`src/rtl/stopwatch_bcd_counter.sv`:
```
// stopwatch_bcd_counter: BCD MM:SS stopwatch advanced by rising edges of a slow divided clock.
//
// Ports:
//   clkin      system clock; all state updates on its rising edge
//   clr_n      asynchronous active-low reset
//   tick_in    divided slow clock, treated as asynchronous data; one count per rising edge
//   btn_start  debounced start/stop button (asynchronous level); rising edge toggles RUN/PAUSE
//   btn_clear  debounced clear button (asynchronous level); while high forces IDLE and 00:00
//   sec_ones   BCD seconds units
//   sec_tens   BCD seconds tens
//   min_ones   BCD minutes units
//   min_tens   BCD minutes tens
//   running    high while in RUN
//   wrap       one-cycle pulse when MIN_LIMIT:SEC_LIMIT rolls over to 00:00
module stopwatch_bcd_counter #(
    parameter int MIN_LIMIT = 59,
    parameter int SEC_LIMIT = 59
) (
    input  logic       clkin,
    input  logic       clr_n,
    input  logic       tick_in,
    input  logic       btn_start,
    input  logic       btn_clear,
    output logic [3:0] sec_ones,
    output logic [3:0] sec_tens,
    output logic [3:0] min_ones,
    output logic [3:0] min_tens,
    output logic       running,
    output logic       wrap
);

    localparam logic [1:0] IDLE  = 2'd0;
    localparam logic [1:0] RUN   = 2'd1;
    localparam logic [1:0] PAUSE = 2'd2;

    // Limits split into BCD digits so the end-of-range test is a plain digit compare.
    localparam logic [3:0] SEC_T = 4'(SEC_LIMIT / 10);
    localparam logic [3:0] SEC_O = 4'(SEC_LIMIT % 10);
    localparam logic [3:0] MIN_T = 4'(MIN_LIMIT / 10);
    localparam logic [3:0] MIN_O = 4'(MIN_LIMIT % 10);

    logic       tick_s1_q, tick_s2_q, tick_prev_q;
    logic       start_s1_q, start_s2_q, start_prev_q;
    logic       clr_s1_q, clr_s2_q;
    logic [1:0] state_q, state_d;
    logic [3:0] sec_ones_q, sec_ones_d;
    logic [3:0] sec_tens_q, sec_tens_d;
    logic [3:0] min_ones_q, min_ones_d;
    logic [3:0] min_tens_q, min_tens_d;
    logic       running_q, running_d;
    logic       wrap_q, wrap_d;
    logic       tick_p, start_p, sec_end, min_end, inc;

    // Two-flop synchronisers plus a history flop for edge detection on tick and start.
    always_ff @(posedge clkin or negedge clr_n) begin
        if (!clr_n) begin
            tick_s1_q    <= 1'b0;
            tick_s2_q    <= 1'b0;
            tick_prev_q  <= 1'b0;
            start_s1_q   <= 1'b0;
            start_s2_q   <= 1'b0;
            start_prev_q <= 1'b0;
            clr_s1_q     <= 1'b0;
            clr_s2_q     <= 1'b0;
        end else begin
            tick_s1_q    <= tick_in;
            tick_s2_q    <= tick_s1_q;
            tick_prev_q  <= tick_s2_q;
            start_s1_q   <= btn_start;
            start_s2_q   <= start_s1_q;
            start_prev_q <= start_s2_q;
            clr_s1_q     <= btn_clear;
            clr_s2_q     <= clr_s1_q;
        end
    end

    always_comb begin
        tick_p     = tick_s2_q & ~tick_prev_q;
        start_p    = start_s2_q & ~start_prev_q;
        sec_end    = (sec_tens_q == SEC_T) && (sec_ones_q == SEC_O);
        min_end    = (min_tens_q == MIN_T) && (min_ones_q == MIN_O);
        // Tick is judged against the pre-transition state, so RUN+start+tick still counts.
        inc        = tick_p && (state_q == RUN);
        state_d    = state_q;
        sec_ones_d = sec_ones_q;
        sec_tens_d = sec_tens_q;
        min_ones_d = min_ones_q;
        min_tens_d = min_tens_q;
        wrap_d     = 1'b0;
        if (clr_s2_q) begin
            state_d    = IDLE;
            sec_ones_d = 4'd0;
            sec_tens_d = 4'd0;
            min_ones_d = 4'd0;
            min_tens_d = 4'd0;
        end else begin
            if (start_p)
                state_d = (state_q == RUN) ? PAUSE : RUN;
            else if (state_q != IDLE && state_q != RUN && state_q != PAUSE)
                state_d = IDLE;
            if (inc) begin
                if (sec_end) begin
                    sec_ones_d = 4'd0;
                    sec_tens_d = 4'd0;
                    if (min_end) begin
                        min_ones_d = 4'd0;
                        min_tens_d = 4'd0;
                        wrap_d     = 1'b1;
                    end else if (min_ones_q == 4'd9) begin
                        min_ones_d = 4'd0;
                        min_tens_d = min_tens_q + 4'd1;
                    end else begin
                        min_ones_d = min_ones_q + 4'd1;
                    end
                end else if (sec_ones_q == 4'd9) begin
                    sec_ones_d = 4'd0;
                    sec_tens_d = sec_tens_q + 4'd1;
                end else begin
                    sec_ones_d = sec_ones_q + 4'd1;
                end
            end
        end
        running_d = (state_d == RUN);
    end

    always_ff @(posedge clkin or negedge clr_n) begin
        if (!clr_n) begin
            state_q    <= IDLE;
            sec_ones_q <= 4'd0;
            sec_tens_q <= 4'd0;
            min_ones_q <= 4'd0;
            min_tens_q <= 4'd0;
            running_q  <= 1'b0;
            wrap_q     <= 1'b0;
        end else begin
            state_q    <= state_d;
            sec_ones_q <= sec_ones_d;
            sec_tens_q <= sec_tens_d;
            min_ones_q <= min_ones_d;
            min_tens_q <= min_tens_d;
            running_q  <= running_d;
            wrap_q     <= wrap_d;
        end
    end

    assign sec_ones = sec_ones_q;
    assign sec_tens = sec_tens_q;
    assign min_ones = min_ones_q;
    assign min_tens = min_tens_q;
    assign running  = running_q;
    assign wrap     = wrap_q;

endmodule

```
`config.mk`:
```
export PLATFORM = sky130hd
export DESIGN_NAME = stopwatch_bcd_counter
export DESIGN_NICKNAME = d
export VERILOG_FILES = /design/src/rtl/stopwatch_bcd_counter.sv
export SDC_FILE = /design/constraint.sdc
export NUM_CORES = 1
export LEC_CHECK = 0
export ABC_AREA = 1
export BUFFER_PORTS_ARGS = -buffer_cell sky130_fd_sc_hd__clkbuf_2
export CAP_MARGIN = 10
export CORE_MARGIN = 4
export CORE_UTILIZATION = 60
export CTS_BUF_LIST = sky130_fd_sc_hd__clkbuf_2 sky130_fd_sc_hd__clkbuf_4 sky130_fd_sc_hd__clkbuf_8
export CTS_CLUSTER_SIZE = 25
export DETAILED_ROUTE_END_ITERATION = 7
export PLACE_DENSITY_LB_ADDON = 0.25
export SLEW_MARGIN = 30
export SYNTH_ARGS = -nofsm -noshare
export SYNTH_HDL_FRONTEND = slang
export SYNTH_SLANG_ARGS = --single-unit
```
`constraint.sdc`:
```
create_clock -name clkin -period 3.6 [get_ports clkin]
set_input_delay 0.54 -clock clkin [delete_from_list [all_inputs] [get_ports clkin]]
set_output_delay 0.54 -clock clkin [all_outputs]
set_load 0.005 [all_outputs]
```
; Yosys cells after proc, flatten, opt, wreduce, memory -nomap -nowiden
; Index checks and enable logic that the tools add are counted.
[op_classes]
n_addsub = 4
mul = 0
n_div = 0
magnitude_cmp = 0
eq_ne = 8
n_shift = 0
mux = 26
bitwise_logic = 4
n_reduce_logical = 13
[ops]
columns = op, count
row1 = 2-to-1 mux 4 bit, 18
row2 = "adder 4 x 1 -> 4 bit, second input constant", 4
row3 = "equality test 4 x 3 -> 1 bit, second input constant", 2
row4 = "equality test 4 bit, second input constant", 2
row5 = 2-to-1 mux 2 bit, 4
row6 = nonzero test 2 bit, 3
row7 = nonzero test 3 bit, 2
row8 = logical AND 1 bit, 5
row9 = "equality test 2 x 1 -> 1 bit, second input constant", 2
row10 = 2-to-1 mux 1 bit, 4
row11 = AND reduction 2 bit, 2
row12 = AND reduction 3 bit, 1
row13 = AND 1 bit, 2
row14 = "!= test 2 x 1 -> 1 bit, second input constant", 1
row15 = "!= test 2 bit, second input constant", 1
row16 = NOT 1 bit, 2
[totals]
reg_bits = 28
latchBits = 0
ram_bits = 0
rom_bits = 0
input_bits = 5
output_inout_bits = 18
elab_cells = 70
mem_count = 0

; Longest topological paths before layout
[depth]
ltp_word = 7
mapped_depth = 9
ltp_nobuf = 9

; Worst setup path after synthesis
; OpenSTA, ideal clock, no wires.
[synth_path]
kind = flip-flop to flip-flop
from = reg sec_ones_q[1] (netlist: sec_ones[1])
to = reg min_tens_q[2] (netlist: min_tens[2])
setup_ps = 118
arrival_time_ps = 1186
setup_slack_ps = 2297
stages_incl_launch_ff = 10
period_less_slack_ps = 1303
cell_sequence = dfrtp_1 > inv_1 > ha_1 > nand2_1 > nor2_2 > nand3_1 > nand2_2 > nand3_2 > nand2_1 > nand2_1
[synth_between]
elab_chain_cells = 4
[synth_rtl]
columns = item, line
row1 = from (decl), 46  ; logic [3:0] sec_ones_q, sec_ones_d;
row2 = from (signal assigned), 137  ; sec_ones_q <= sec_ones_d;
row3 = equality test 4 bit, 80  ; sec_end = (sec_tens_q == SEC_T) && (sec_ones_q == SEC_O);
row4 = logical AND 1 bit, 80
row5 = nonzero test 2 bit (no line), -
row6 = AND reduction 3 bit (no line), -
row7 = to (signal assigned), 140  ; min_tens_q <= min_tens_d;
row8 = to (decl), 49  ; logic [3:0] min_tens_q, min_tens_d;
; Every way passes these cells.
; A chain may end at the register's enable or synchronous reset.

; Worst setup path after layout
[layout_path]
from = reg min_ones_q[2] (netlist: min_ones[2])
to = out min_ones[2]
[layout_lines]
columns = item, line
row1 = from (decl), 48  ; logic [3:0] min_ones_q, min_ones_d;
row2 = from (signal assigned), 139  ; min_ones_q <= min_ones_d;
row3 = to (decl), 26  ; output logic [3:0] min_ones,
; No word-level cell between the ends.

==> impl_metrics.py <==
metrics = {
    "run_status": {
        "status": "complete, no violations",
    },
    "critical_path": {
        "cpPeakStageDelay_ns": 0.53,
        "critical_path_buf_inv_count": 1,
        "startpoint_type": "register",
        "worstSetupPathType": "register to output pin",
        "crit_slowest_cell": "dfrtp_1",
        "crit_family": "flip-flops",
        "path_max_fanout": 7,
        "worstPathRequired_ns": 3.06,
        "arrival_ns": 1.02,
        "path_cells": "clkbuf_2",
        "cp-end-kind": "output pin",
    },
    "timing": {
        "worst_slack_ns": 2.035,
        "tightestPinTransition_ns": 0.6648,
        "finalSetupTns_ns": 0,
        "drv_slew": 0,
        "fin_crit_ns": 1.565,
        "finClkSkew_ns": 0.005337,
        "final_hold_viol_count": 0,
        "post-route-period-util": 0.4347,
        "slew_headroom": 0.5568,
        "fmax_mhz": 639.1,
        "hold_slack_ns": 0.2218,
        "rsz0062_at_grt": "no",
        "setup_viol": 0,
    },
    "floorplan": {
        "start_util": 0.6336,
        "row_count": 17,
        "die_w_um": 56.57,
        "die-area_um2": 3200,
        "core_area_um2": 2233,
        "io_pins": 23,
        "die_h_um": 56.57,
    },
    "cts": {
        "clockRootBuffer": "clkbuf_4",
        "clk_pin_slew_ns": 0.14,
        "holdBufCountCts": 0,
        "ctsResizeCount": 0,
        "worstSkewPairLatency_ns": 0.32,
        "clockBufferDepth": 2,
        "cts_inserted_buffers": 3,
        "cts_tree": "done",
        "cts_num_sinks": 28,
        "htreeDepth": 1,
        "cts_setup_buffers": 0,
    },
    "global_route": {
        "grt_use_total": 0.1721,
        "grt_max_degree": 29,
        "grt_overflow": 0,
        "grt_pass1_vias": 1081,
        "grt_pass1_wl_mm": 4.450,
        "antenna_found_initial": 0,
    },
    "synthesis": {
        "ys_seq_area_frac": 0.4951,
        "synth_area_per_cell_um2": 8.844,
        "synthTopCellsByArea": "dfrtp_1 (50%), nand2_1 (11%), ha_1 (7.1%)",
        "yosysTopAreaCell": "dfrtp_1",
        "syn-num-nets": 173,
        "ys_ff_latch": 28,
        "syn-cell-area_um2": 1415,
        "synth.distinct_cells": 24,
        "yosys.area.top_type_share": 0.4951,
        "synth_warnings": 0,
        "syn_inst": 160,
    },
    "layout": {
        "design_area_um2": 1580,
        "drive_gt1_frac": 0.2120,
        "diodes": 0,
        "fillCellCount": 195,
        "synthToLayoutAreaGrowth_pct": 11.67,
        "final_cells": 212,
        "nets": 198,
        "mostFrequentLayoutCells": "nand2_1 (40), dfrtp_1 (28), clkbuf_2 (22), inv_1 (17), nand3_1 (16)",
        "mostFrequentLayoutCell": "nand2_1",
    },
    "routing": {
        "first_pass_iters": 4,
        "drcViolationCount": 0,
        "routedWlPerCell_um": 12.04,
        "vias": 1103,
        "via_per_inst": 5.203,
        "drt-initial-drc-count": 25,
        "drtAntennaViolNets": 0,
        "routed_wl_mm": 2.553,
    },
    "placement": {
        "placed_area_um2": 1544,
        "port_buffers": 22,
        "finalWeightedCongestion": 0.7824,
        "pre_cts_ws_ns": 2.163,
        "place_inst": 208,
        "dpl.hpwl_mm": 1.978,
    },
    "pwr": {
        "p_per_area_nw_per_um2": 485.0,
        "ir_worst_vdd_mv": 0.3583,
        "power.leakage_nw": 0.8089,
    },
    "job": {
        "maxCapViolations": 0,
    },
    "worst_hold_path": {
        "hold_path.class": "primary input to async pin",
    },
}
-- power breakdown --
group          internal (mW)  total [mW]  switching, mW
combinational         0.0858       0.190          0.104
sequential             0.358       0.425         0.0671
clock                 0.0618       0.151         0.0896
total                  0.505       0.767          0.261
-- synth_stat cells, drive strengths merged --
cell	instances
dfrtp	28
nor3	2
nor2	17
ha	8
o21ai	8
o22ai	2
xor2	3
nand2	45
inv	18
nand3	18
buf	2
a21oi	4
xnor2	2
nand4	3
-- final timing paths --
kind / cells after the start / startpoint / slack [ns] / endpoint
worst max-delay path: 1 / min_ones[2]$_DFFE_PN0P_ / 2.04 / min_ones[2]
worst min-delay path: 1 / clr_n / 0.22 / sec_tens[0]$_DFFE_PN0P_
worst max register to register: 9 / min_ones[1]$_DFFE_PN0P_ / 2.13 / min_tens[2]$_DFFE_PN0P_
worst min register to register: 0 / clr_s1_q$_DFF_PN0_ / 0.37 / clr_s2_q$_DFF_PN0_
max in group asynchronous: 1 / clr_n / 2.95 / sec_tens[2]$_DFFE_PN0P_
min in group clkin: 1 / btn_start / 0.31 / start_s1_q$_DFF_PN0_
-- registers in the layout, summed over array words and instances, names as in the netlist --
name / count
tick_s1_q: 1
start_prev_q: 1
clr_s2_q: 1
min_tens: 4
wrap: 1
sec_tens: 4
state_q: 2
min_ones: 4
tick_s2_q: 1
clr_s1_q: 1
sec_ones: 4
tick_prev_q: 1
start_s2_q: 1
running: 1
start_s1_q: 1
-- cells by family (layout without fill, tap and decap cells) --
| group | count (synthesis) | in the layout | share of synthesized area |
|---|---|---|---|
| fa+ha+maj | 8 | 8 | 0.07074 |
| simple gates | 85 | 85 | 0.2803 |
| buf+inv | 20 | 44 | 0.06101 |
| compound gates | 14 | 14 | 0.06189 |
| flops | 28 | 28 | 0.4951 |
| xor+xnor | 5 | 5 | 0.03095 |
-- stage by stage --
step	power, mW	util
CTS	0.7744	0.7076
floorplan	0.5435	-
global route	0.8302	0.7076
detailed placement	0.6230	0.6913
finish	0.7665	0.7076
global placement	0.6123	0.6913
-- layout make-up --
class	instances	area, um^2	area share
well taps	28	35.03	0.02217
inverters	18	70.07	0.04434
flip-flops and latches	28	700.7	0.4434
clock buffers	4	36.28	0.02296
multi-input cells	112	628.1	0.3975
repair buffers	22	110.1	0.06968
-- metal layers --
| metal | part of all wire | vias to the layer above | wire length [um] | GRT usage |
|---|---|---|---|---|
| met3 | 0.040 | 2 | 103 | 0.03448 |
| li1 | - | 559 | - | - |
| met1 | 0.44 | 527 | 1117 | 0.2249 |
| met4 | 0.0067 | 0 | 17 | 0.04746 |
| met5 | 0 | - | 0 | 0 |
| met2 | 0.51 | 15 | 1314 | 0.2888 |
Power figures use the tool's default switching activity.
